## src/rtl/seven_seg_scan_decoder.sv

```systemverilog
// seven_seg_scan_decoder: recovers per-position character codes and dots from a multiplexed seven-segment bus
module seven_seg_scan_decoder #(
  parameter int w_digit       = 8,
  parameter int stable_cycles = 4
) (
  input  logic                 clk,
  input  logic                 rst,
  input  logic [7:0]           i_abcdefgh,
  input  logic [w_digit-1:0]   i_digit,
  output logic [5*w_digit-1:0] o_frame_codes,
  output logic [w_digit-1:0]   o_frame_dots,
  output logic                 o_frame_valid,
  input  logic                 i_frame_ready,
  output logic                 o_unknown_seen,
  output logic                 o_overrun
);
  localparam int cw = $clog2(stable_cycles);
  localparam int iw = w_digit > 1 ? $clog2(w_digit) : 1;
  logic [7:0]         r_abcdefgh;
  logic [w_digit-1:0] r_digit;
  logic [cw-1:0]      r_cnt;
  logic [4:0]         r_slot [w_digit];
  logic [w_digit-1:0] r_slot_dot;
  logic [w_digit-1:0] r_seen;
  logic               w_onehot;
  logic               w_same;
  logic               w_capture;
  logic               w_complete;
  logic [cw-1:0]      w_cnt_next;
  logic [iw-1:0]      w_idx;
  logic [4:0]         w_code;
  logic [5*w_digit-1:0] w_codes;
  logic               w_unknown;
  assign w_onehot   = (i_digit != '0) && ((i_digit & (i_digit - w_digit'(1))) == '0);
  assign w_same     = {i_abcdefgh, i_digit} == {r_abcdefgh, r_digit};
  assign w_cnt_next = !(w_onehot && w_same) ? '0 :
                      (r_cnt == cw'(stable_cycles - 1)) ? r_cnt : r_cnt + cw'(1);
  // r_cnt saturates at stable_cycles-1, so a long run hits stable_cycles-2 only once
  assign w_capture  = w_onehot && w_same && (r_cnt == cw'(stable_cycles - 2));
  assign w_complete = &r_seen;
  always_comb begin
    w_idx     = '0;
    w_codes   = '0;
    w_unknown = 1'b0;
    for (int i = 0; i < w_digit; i++) begin
      w_idx              = i_digit[i] ? iw'(i) : w_idx;
      w_codes[5*i +: 5]  = r_slot[i];
      w_unknown          = w_unknown | (r_slot[i] == 5'd31);
    end
  end
  always_comb begin
    case (i_abcdefgh[7:1])
      7'b1111110: w_code = 5'd0;
      7'b0110000: w_code = 5'd1;
      7'b1101101: w_code = 5'd2;
      7'b1111001: w_code = 5'd3;
      7'b0110011: w_code = 5'd4;
      7'b1011011: w_code = 5'd5;
      7'b1011111: w_code = 5'd6;
      7'b1110000: w_code = 5'd7;
      7'b1111111: w_code = 5'd8;
      7'b1111011: w_code = 5'd9;
      7'b1110111: w_code = 5'd10;
      7'b0011111: w_code = 5'd11;
      7'b1001110: w_code = 5'd12;
      7'b0111101: w_code = 5'd13;
      7'b1001111: w_code = 5'd14;
      7'b1000111: w_code = 5'd15;
      7'b1100111: w_code = 5'd16;
      7'b1011110: w_code = 5'd17;
      7'b0111110: w_code = 5'd18;
      7'b0110111: w_code = 5'd19;
      7'b0000000: w_code = 5'd20;
      default:    w_code = 5'd31;
    endcase
  end
  always_ff @(posedge clk) begin
    if (!rst) begin
      r_abcdefgh     <= '0;
      r_digit        <= '0;
      r_cnt          <= '0;
      r_seen         <= '0;
      r_slot_dot     <= '0;
      for (int i = 0; i < w_digit; i++) r_slot[i] <= 5'd20;
      o_frame_codes  <= {w_digit{5'd20}};
      o_frame_dots   <= '0;
      o_frame_valid  <= 1'b0;
      o_unknown_seen <= 1'b0;
      o_overrun      <= 1'b0;
    end else begin
      r_abcdefgh <= i_abcdefgh;
      r_digit    <= i_digit;
      r_cnt      <= w_cnt_next;
      if (w_capture) begin
        r_slot[w_idx]     <= w_code;
        r_slot_dot[w_idx] <= i_abcdefgh[0];
      end
      r_seen <= (w_complete ? '0 : r_seen) | (w_capture ? i_digit : '0);
      if (w_complete && (!o_frame_valid || i_frame_ready)) begin
        o_frame_codes  <= w_codes;
        o_frame_dots   <= r_slot_dot;
        o_unknown_seen <= w_unknown;
        o_frame_valid  <= 1'b1;
      end else if (i_frame_ready) begin
        o_frame_valid <= 1'b0;
      end
      if (w_complete && o_frame_valid && !i_frame_ready) o_overrun <= 1'b1;
    end
  end
endmodule

```

## config.mk

```make
export PLATFORM = sky130hd
export DESIGN_NAME = seven_seg_scan_decoder
export DESIGN_NICKNAME = d
export VERILOG_FILES = /design/src/rtl/seven_seg_scan_decoder.sv
export SDC_FILE = /design/constraint.sdc
export NUM_CORES = 1
export LEC_CHECK = 0
export CELL_PAD_IN_SITES_DETAIL_PLACEMENT = 2
export CELL_PAD_IN_SITES_GLOBAL_PLACEMENT = 2
export CORE_ASPECT_RATIO = 1.5
export CORE_MARGIN = 2
export CORE_UTILIZATION = 25
export DETAILED_ROUTE_END_ITERATION = 10
export DONT_BUFFER_PORTS = 1
export PLACE_DENSITY_LB_ADDON = 0.1
export SLEW_MARGIN = 20
export SYNTH_ARGS = -nofsm -noshare
export SYNTH_HDL_FRONTEND = slang
export SYNTH_SLANG_ARGS = --single-unit
```

## constraint.sdc

```tcl
create_clock -name clk -period 4.1 [get_ports clk]
set_input_delay 0.41 -clock clk [delete_from_list [all_inputs] [get_ports clk]]
set_output_delay 0.41 -clock clk [all_outputs]
set_load 0.01 [all_outputs]
```

==> results of run 1 <==
==> Yosys cell counts (2+ instances only) <==
library cell  instances  share of area (%)
a21bo_2               3               0.55
ha_1                  2               0.46
nand2b_1              4               0.46
o21ai_0               9               0.83
nor2_1               43                3.0
xnor2_1              14                2.3
nor4_1                3               0.35
nand4_1              12                1.4
edfxtp_1             40                 22
o211ai_1              2               0.28
or2_2                 2               0.23
buf_4                 2               0.28
and2_1               15                1.7
dfxtp_1              85                 31
nor4b_1               4               0.65
nor2b_1               6               0.69
nand3_1              40                3.7
and3b_1               3               0.48
buf_2                12                1.1
nand2_1             149                 10
clkbuf_1             24                1.7
a311oi_1              2               0.32
inv_1                 4               0.28
nor4bb_1              2               0.37
buf_1                 2               0.14
a31oi_1               4               0.46
nor3b_1               2               0.28
mux2i_1               3               0.55
nor3_1               11                1.0
a211o_1               2               0.32
or3_1                 4               0.46
nand4b_1              3               0.48
and3_1               12                1.4
o22ai_1               3               0.35
xor2_1                3               0.48
a21oi_1              44                4.1
==> placed cells by master (no fill, tap or decap), drive strengths merged, types with 3 or more instances in the layout <==
cell type  instances
xor2               3
nand2b             4
and2              16
edfxtp            40
nand4             13
clkbuf            25
xnor2             14
nand2            149
nand3             40
and3              12
nor4               4
a21oi             44
inv                5
a21bo              3
or3                5
nor2b              6
a31oi              4
o22ai              3
clkinv             6
mux2i              3
and3b              3
nand4b             3
dfxtp             85
nor2              44
nor4b              4
buf                7
nor3              11
o21ai              9
==> registers in the layout, indices dropped and copies added (netlist names) <==
register and flops:
o_frame_codes 40, o_frame_dots 8, o_frame_valid 1, o_overrun 1, o_unknown_seen 1, r_abcdefgh 8
r_cnt 2, r_digit 8, r_seen 8, r_slot 40, r_slot_dot 8
==> final cells by class <==
cell class	count	area share, %
clock buffer	25	7.87
clock inverter	7	0.991
inverter	5	0.303
multi-input combinational	427	37.6
sequential	125	46.9
tap	272	5.50
timing repair buffer	7	0.850
==> metal layers <==
metal  GRT usage (%)  up-vias  wire, µm
li1                -     2037         -
met1            16.1     2046      6640
met2            26.0       66      8120
met3            3.92       18       668
met4            5.66        0       313
met5               0        -         0
==> per-stage QoR <==
stage          instances  hold slack (ns)  worst slack, ns  cell area [µm²]  total power (W)
6_report             868           0.0688             1.53             6190          0.00281
4_1_cts              868           0.0494             1.53             6190          0.00286
5_1_grt              868           0.0530             1.29             6190          0.00293
2_1_floorplan        598            0.416             1.75             5420          0.00143
3_3_place_gp         836            0.430             1.30             5640          0.00144
3_5_place_dp         836            0.447             1.21             5640          0.00144
==> worst max-delay path: stages, from the launching register on <==
cell	delay, ns
dfxtp_1	0.33
nor4bb_1	0.28
a21oi_1	0.08
nor3_1	0.32
and4bb_1	0.72
nand3_1	0.27
nand2_1	0.26
==> final timing paths <==
kind / start / to / depth (start not counted)
setup / recovery: r_digit[1]$_SDFF_PN0_ / r_slot[7][2]$_SDFFCE_PN1P_ / 6
hold / removal: rst / o_frame_codes[37]$_SDFFE_PN1P_ / 1
setup reg to reg: r_digit[1]$_SDFF_PN0_ / r_slot[7][2]$_SDFFCE_PN1P_ / 6
hold reg to reg: r_seen[6]$_SDFF_PN0_ / r_seen[6]$_SDFF_PN0_ / 2
==> power breakdown <==
group | switching [W] | internal, W
registers | 0.0000104 | 0.00130
logic | 0.0000643 | 0.0000405
clock network | 0.000525 | 0.000880
==> kinds of logic after synthesis <==
logic type | synth area share, %
fa+ha+maj | 0.461
xor+xnor | 2.75
flops | 53.5
mux | 0.554
compound gates | 9.65
simple gates | 29.3
buf+inv | 3.74
==> impl_metrics.ini, run 1 <==
[status]
status = finished, final reports clean

[worst_hold_path]
hp-class = primary input to flip-flop

[clock_network]
cts_buffers = 17
cts_resized = 0
hold_buffers = 0
insertion_delay_ns = 0.42
root_buffer = clkbuf_16
cts.path.max_buffers = 2
cts_tree = built
clkSinkCount = 125
cts_setup_buffers = 0
clk_pin_slew_ns = 0.06
h-tree-depth = 4

[yosys]
ys_types = 59
async_flop_share_pct = 0
ys_warn_count = 0
yosys_most_used_dff = dfxtp_1
syn_nets = 619
synth.avg_cell_area_um2 = 9.07
yosys_register_bits = 125
synthCells = 598
yosysSeqAreaShare_pct = 53.5
synth-edff-count = 40
syn-cell-area_um2 = 5420

[route]
drt_iter0_markers = 108
final_antenna_net_count = 0
via_per_inst = 4.80
via_count = 4167
routed_wl_mm = 15.7
drc = 0
drt-pass1-iter-count = 4
routedWlPerCell_um = 18.1

[timing]
hold_violations = 0
finalSetupViolCount = 0
slew_headroom_pct = 42.0
final_max_slew_viol_count = 0
final.setup.tns_ns = 0
fin_crit_sh_pct = 62.7
fin_crit_ns = 2.57
max_slew.worst_pin.slew_ns = 0.866
finalClockSkew_ns = 0.0114
rsz0062_at_grt = no
fmax_ghz = 0.389

[grt]
track_usage_pct = 14.4
grt_max_degree = 50
overflow = 0
antenna_found_initial = 0
grt_pass1_vias = 4557
grt_pass1_wl_mm = 25.7

[cells_and_area]
fin_nets = 604
multiInputGateArea_um2 = 2320
regArea_um2 = 2900
postLayoutCoreUtil_pct = 28.8
nFillCells = 2471
synthToLayoutAreaGrowth_pct = 14.1
drive_gt1_share_pct = 8.05
diodes = 0

[worst_setup_path]
required_ns = 4.21
critPathLaunchType = flip-flop
path_max_fanout = 17
regToRegSetupSlack_ns = 1.53
arrival_ns = 2.68
endpoint_kind = flip-flop
crit_type = flip-flop to flip-flop

[die]
coreArea_um2 = 21500
io_pins = 70
die_x_um = 124
start_util_pct = 25.3
rows = 66
die-height_um = 184
die-area_um2 = 22900

[place]
dpl.hpwl_mm = 11.6
place_congestion = 0.724
io_buffer_count = 0

[job]
max_cap_violations = 0

[power_and_ir_drop]
irDropWorstVdd_mv = 0.241
powerDensity_nw_per_um2 = 455
p_leak_nw = 2.27
(Power assumes the default switching activity.)
==> run 2, diff against run 1 <==
==> constraint.sdc (replaced) <==
create_clock -name clk -period 2.45 [get_ports clk]
set_input_delay 0.245 -clock clk [delete_from_list [all_inputs] [get_ports clk]]
set_output_delay 0.245 -clock clk [all_outputs]
set_load 0.01 [all_outputs]
==> impl_metrics.ini, run 2 (synthesis gave the netlist of run 1 again) <==
[status]
status = finished, final reports clean

[place]
dpl.hpwl_mm = 11.8
dp_cells = 852
io_buffer_count = 0
place_congestion = 0.742

[timing]
finalSetupViolCount = 0
fin_crit_sh_pct = 87.8
slew_headroom_pct = 65.6
fmax_ghz = 0.465
hold_violations = 0
final.setup.tns_ns = 0
final_max_slew_viol_count = 0
fin_crit_ns = 2.15
max_slew.worst_pin.slew_ns = 0.511
finalClockSkew_ns = 0.00901
rsz0062_at_grt = no

[worst_setup_path]
crit_chain = xnor2_1 -> nand2_1 -> a211o_1 -> and4bb_1 -> buf_12 -> nand4_2 -> a211o_1
critPathMaxStageDelay_ns = 0.33
path_delay_family = simple AND/OR/NAND/NOR gates
worst-path-buf-inv = 1
crit_start = r_abcdefgh[5]$_SDFF_PN0_
required_ns = 2.62
critPathSlowestCell = and4bb_1
crit_top_cell = a211o_1
arrival_ns = 2.32
r2r-start = r_abcdefgh[5]$_SDFF_PN0_
crit_type = flip-flop to flip-flop
path_max_fanout = 22
critPathLaunchType = flip-flop
endpoint_kind = flip-flop

[route]
via_count = 4309
drt-pass1-iter-count = 4
routedWlPerCell_um = 18.1
via_per_inst = 4.78
drc = 0
routed_wl_mm = 16.3
final_antenna_net_count = 0
drt_iter0_markers = 124

[cells_and_area]
layout.cells.non_filler = 901
largestRegisters = o_frame_codes x40, r_slot x40
final_common_cell = nand2_1
fin_nets = 637
drive_gt1_share_pct = 10.7
diodes = 0
final_cell_mix = nand2_1 (149), dfxtp_1 (85), a21oi_1 (44), nor2_1 (43)
synthToLayoutAreaGrowth_pct = 19.9

[clock_network]
clkSinkCount = 125
cts_resized = 0
cts_tree = built
insertion_delay_ns = 0.42
root_buffer = clkbuf_16
cts_buffers = 17
cts.path.max_buffers = 2
h-tree-depth = 4
clk_pin_slew_ns = 0.06

[worst_hold_path]
hp-start = i_digit[7]
hp-class = primary input to flip-flop

[die]
die_x_um = 124
start_util_pct = 25.3
die-area_um2 = 22900
rows = 66
coreArea_um2 = 21500
die-height_um = 184
io_pins = 70

[power_and_ir_drop]
total_power_w = 0.00476
p_leak_nw = 2.42
irDropWorstVdd_mv = 0.390
powerDensity_nw_per_um2 = 732

[grt]
grtUsageMet2_pct = 27.2
track_usage_pct = 14.8
grt_most_used_layer = met2
met1_usage_pct = 16.3
grt_pass1_wl_mm = 26.3
use_met3_pct = 4.35
grt_max_degree = 50
grt_pass1_vias = 4682
antenna_found_initial = 0
overflow = 0

[job]
max_cap_violations = 0
==> run 2: layout make-up <==
| class | instances | area [µm²] |
|---|---|---|
| multi-input cells | 427 | 2320 |
| fillers | 2448 | 15000 |
| flip-flops and latches | 125 | 2900 |
| repair buffers | 40 | 365 |
| clock inverters | 6 | 32.5 |
| well taps | 272 | 340 |
| clock buffers | 26 | 520 |
| inverters | 5 | 18.8 |
==> run 2: layer usage <==
metal  wire, µm  part of all wire [%]
met3        749                   4.6
met1       6610                    41
met2       8770                    54
met5          0                     0
met4        185                   1.1
==> run 2: power by group <==
part | switching, W | internal (W)
logic | 0.000125 | 0.0000980
registers | 0.0000175 | 0.00217
clock network | 0.000903 | 0.00145
total | 0.00105 | 0.00372
==> run 2: final timing paths <==
check / endpoint / slack [ns] / cells past startpoint
max reg2reg: r_slot[4][2]$_SDFFCE_PN1P_ / 0.30 / 7
min reg2reg: r_seen[4]$_SDFF_PN0_ / 0.45 / 2
max: r_slot[4][2]$_SDFFCE_PN1P_ / 0.30 / 7
min: r_slot[7][4]$_SDFFCE_PN1P_ / 0.01 / 1
==> run 2: metrics by stage <==
step	setup slack [ns]	hold WS (ns)	cell area (µm²)	util [%]
after floorplan	0.264	0.367	5420	-
after global placement	0.296	0.329	5770	26.9
after detailed placement	0.272	0.331	5770	26.9
after CTS	0.268	0.00477	6500	30.3
after global routing	0.159	0.00316	6500	30.3
final	0.299	0.0105	6500	30.3
==> run 2: repair_timing <==
item,CTS,global route
hold endpoints to repair,42,0
setup endpoints to repair,0,0
hold buffers,17,0
setup buffers,0,0
==> run 3, diff against run 2 <==
--- a/config.mk
+++ b/config.mk
@@ -5,11 +5,13 @@
 export SDC_FILE = /design/constraint.sdc
 export NUM_CORES = 1
 export LEC_CHECK = 0
+export ABC_AREA = 1
 export CELL_PAD_IN_SITES_DETAIL_PLACEMENT = 2
 export CELL_PAD_IN_SITES_GLOBAL_PLACEMENT = 2
 export CORE_ASPECT_RATIO = 1.5
 export CORE_MARGIN = 2
 export CORE_UTILIZATION = 25
+export CTS_BUF_LIST = sky130_fd_sc_hd__clkbuf_2 sky130_fd_sc_hd__clkbuf_4 sky130_fd_sc_hd__clkbuf_8
 export DETAILED_ROUTE_END_ITERATION = 10
 export DONT_BUFFER_PORTS = 1
 export PLACE_DENSITY_LB_ADDON = 0.1
==> impl_metrics.ini, run 3 <==
[power_and_ir_drop]
irDropWorstVdd_mv = 0.239
powerDensity_nw_per_um2 = 661
p_leak_nw = 2.90

[cells_and_area]
fin_nets = 724
synthToLayoutAreaGrowth_pct = 17.2
largestRegisters = o_frame_codes x40, r_slot x40
drive_gt1_share_pct = 10.6
diodes = 0
final_common_cell = nand2_1
postLayoutCoreUtil_pct = 29.6
nFillCells = 2535
final_cell_mix = nand2_1 (175), nor2_1 (119), dfxtp_1 (85), inv_1 (52), nand3_1 (51)

[yosys]
synthCells = 680
syn-cell-area_um2 = 5430
ys_warn_count = 0
yosysTopAreaCellShare_pct = 31.3
synth.avg_cell_area_um2 = 7.99
yosys_register_bits = 125
synth_adder_area_share_pct = 0.461
synth.top_cells.by_count = nand2_1 (175), nor2_1 (120), dfxtp_1 (85), inv_1 (52), nand3_1 (51)
async_flop_share_pct = 0
yosysSeqAreaShare_pct = 53.4
synthXorXnorAreaFrac_pct = 0.323
yosys_most_used_dff = dfxtp_1
syn_nets = 701
ys_top_cells_by_area = dfxtp_1 (31%), edfxtp_1 (22%), nand2_1 (12%), nor2_1 (8.3%), nand3_1 (4.7%)
synthMostInstantiatedCell = nand2_1
ys_types = 38
synth_compound_area_share_pct = 5.74
synth_top_family_by_area = simple AND/OR/NAND/NOR gates
synth_mux_area_share_pct = 0
synth-edff-count = 40
synth-simple-area-share_pct = 33.1
synth_top_area_cell = dfxtp_1

[place]
dp_slack_ns = 0.420
io_buffer_count = 0
place_congestion = 0.766
dpl.hpwl_mm = 12.5

[timing]
slew_headroom_pct = 66.0
fmax_ghz = 0.512
fin_crit_sh_pct = 79.8
max_slew.worst_pin.slew_ns = 0.507
hold_slack_ns = 0.0374
finalSetupViolCount = 0
final.setup.tns_ns = 0
fin_crit_ns = 1.95
fin_ws_ns = 0.496
final_max_slew_viol_count = 0
rsz0062_at_grt = no
hold_violations = 0
finalClockSkew_ns = 0.0113

[grt]
track_usage_pct = 15.9
grt_pass1_vias = 5041
grt_max_degree = 81
antenna_found_initial = 0
overflow = 0
grt_pass1_wl_mm = 28.4

[route]
routed_wl_mm = 17.4
routedWlPerCell_um = 17.6
via_count = 4557
final_antenna_net_count = 0
drc = 0
drt_iter0_markers = 140
via_per_inst = 4.61
drt-pass1-iter-count = 4

[worst_hold_path]
hp-class = primary input to flip-flop
holdPathStages = 3

[clock_network]
clk_pin_slew_ns = 0.07
hold_buffers = 23
cts_setup_buffers = 0
cts_tree = built
cts_resized = 0
h-tree-depth = 4
cts_buffers = 17
clkSinkCount = 125
root_buffer = clkbuf_8
insertion_delay_ns = 0.45
cts.path.max_buffers = 2

[status]
status = finished, final reports clean

[worst_setup_path]
crit_type = flip-flop to flip-flop
r2r_cells = 7
critPathLaunchType = flip-flop
required_ns = 2.78
arrival_ns = 2.29
path_max_fanout = 10
endpoint_kind = flip-flop

[die]
coreArea_um2 = 21500
start_util_pct = 25.3
die_x_um = 124
die-height_um = 185
die-area_um2 = 22900
rows = 66
io_pins = 70

[job]
max_cap_violations = 0
[run 3: power by group]
group / switching [W] / internal (W)
Clock: 0.000848 / 0.000909
Sequential: 0.0000279 / 0.00218
Combinational: 0.000162 / 0.0000773
Total: 0.00104 / 0.00317
[run 3: critical path, cell delays in order (launching register included)]
cell and delay, ns:
dfxtp_1 0.34, nand2_1 0.05, nor2_1 0.21, nand2_1 0.18, nor2_4 0.24, clkinv_1 0.32
nor4_1 0.40, nor2_1 0.07
[run 3: path summary, 6_finish.rpt]
path | startpoint | to | slack [ns]
hold reg to reg | r_slot_dot[7]$_SDFFE_PN0P_ | r_slot_dot[7]$_SDFFE_PN0P_ | 0.48
setup reg to reg | r_seen[4]$_SDFF_PN0_ | o_unknown_seen$_SDFFE_PN0P_ | 0.50
setup / recovery | r_seen[4]$_SDFF_PN0_ | o_unknown_seen$_SDFFE_PN0P_ | 0.50
hold / removal | i_digit[7] | r_slot_dot[7]$_SDFFE_PN0P_ | 0.04
[run 3: cells by family (layout without fill, tap and decap cells)]
family,after synthesis,after routing
and+or+nand+nor,396,396
DFF,125,125
buffers and inverters,96,132
AOI/OAI and AO/OA,59,59
adders and majority gates,2,2
xor gates and xnor gates,2,2
[run 3: layout make-up]
| cell class | instances | area, µm² | area share [%] |
|---|---|---|---|
| Multi-Input combinational cell | 459 | 2160 | 33.9 |
| Clock inverter | 13 | 125 | 1.97 |
| Sequential cell | 125 | 2900 | 45.6 |
| Timing Repair Buffer | 29 | 318 | 4.99 |
| Tap cell | 272 | 340 | 5.35 |
| Clock buffer | 19 | 249 | 3.91 |
| Inverter | 71 | 269 | 4.23 |
[run 3: per-stage QoR]
stage,total power [W],instance area [µm²],cells
final,0.00420,6360,988
after global routing,0.00439,6360,988
after CTS,0.00429,6360,988
after global placement,0.00244,5740,933
after detailed placement,0.00244,5740,933
after floorplan,0.00240,5430,680
[run 3: layer usage]
layer | vias to the layer above | routed length (µm) | track usage, %
li1 | 2235 | - | -
met2 | 67 | 9480 | 30.3
met3 | 19 | 631 | 3.80
met4 | 0 | 259 | 5.12
met5 | - | 0 | 0
met1 | 2236 | 7040 | 17.3
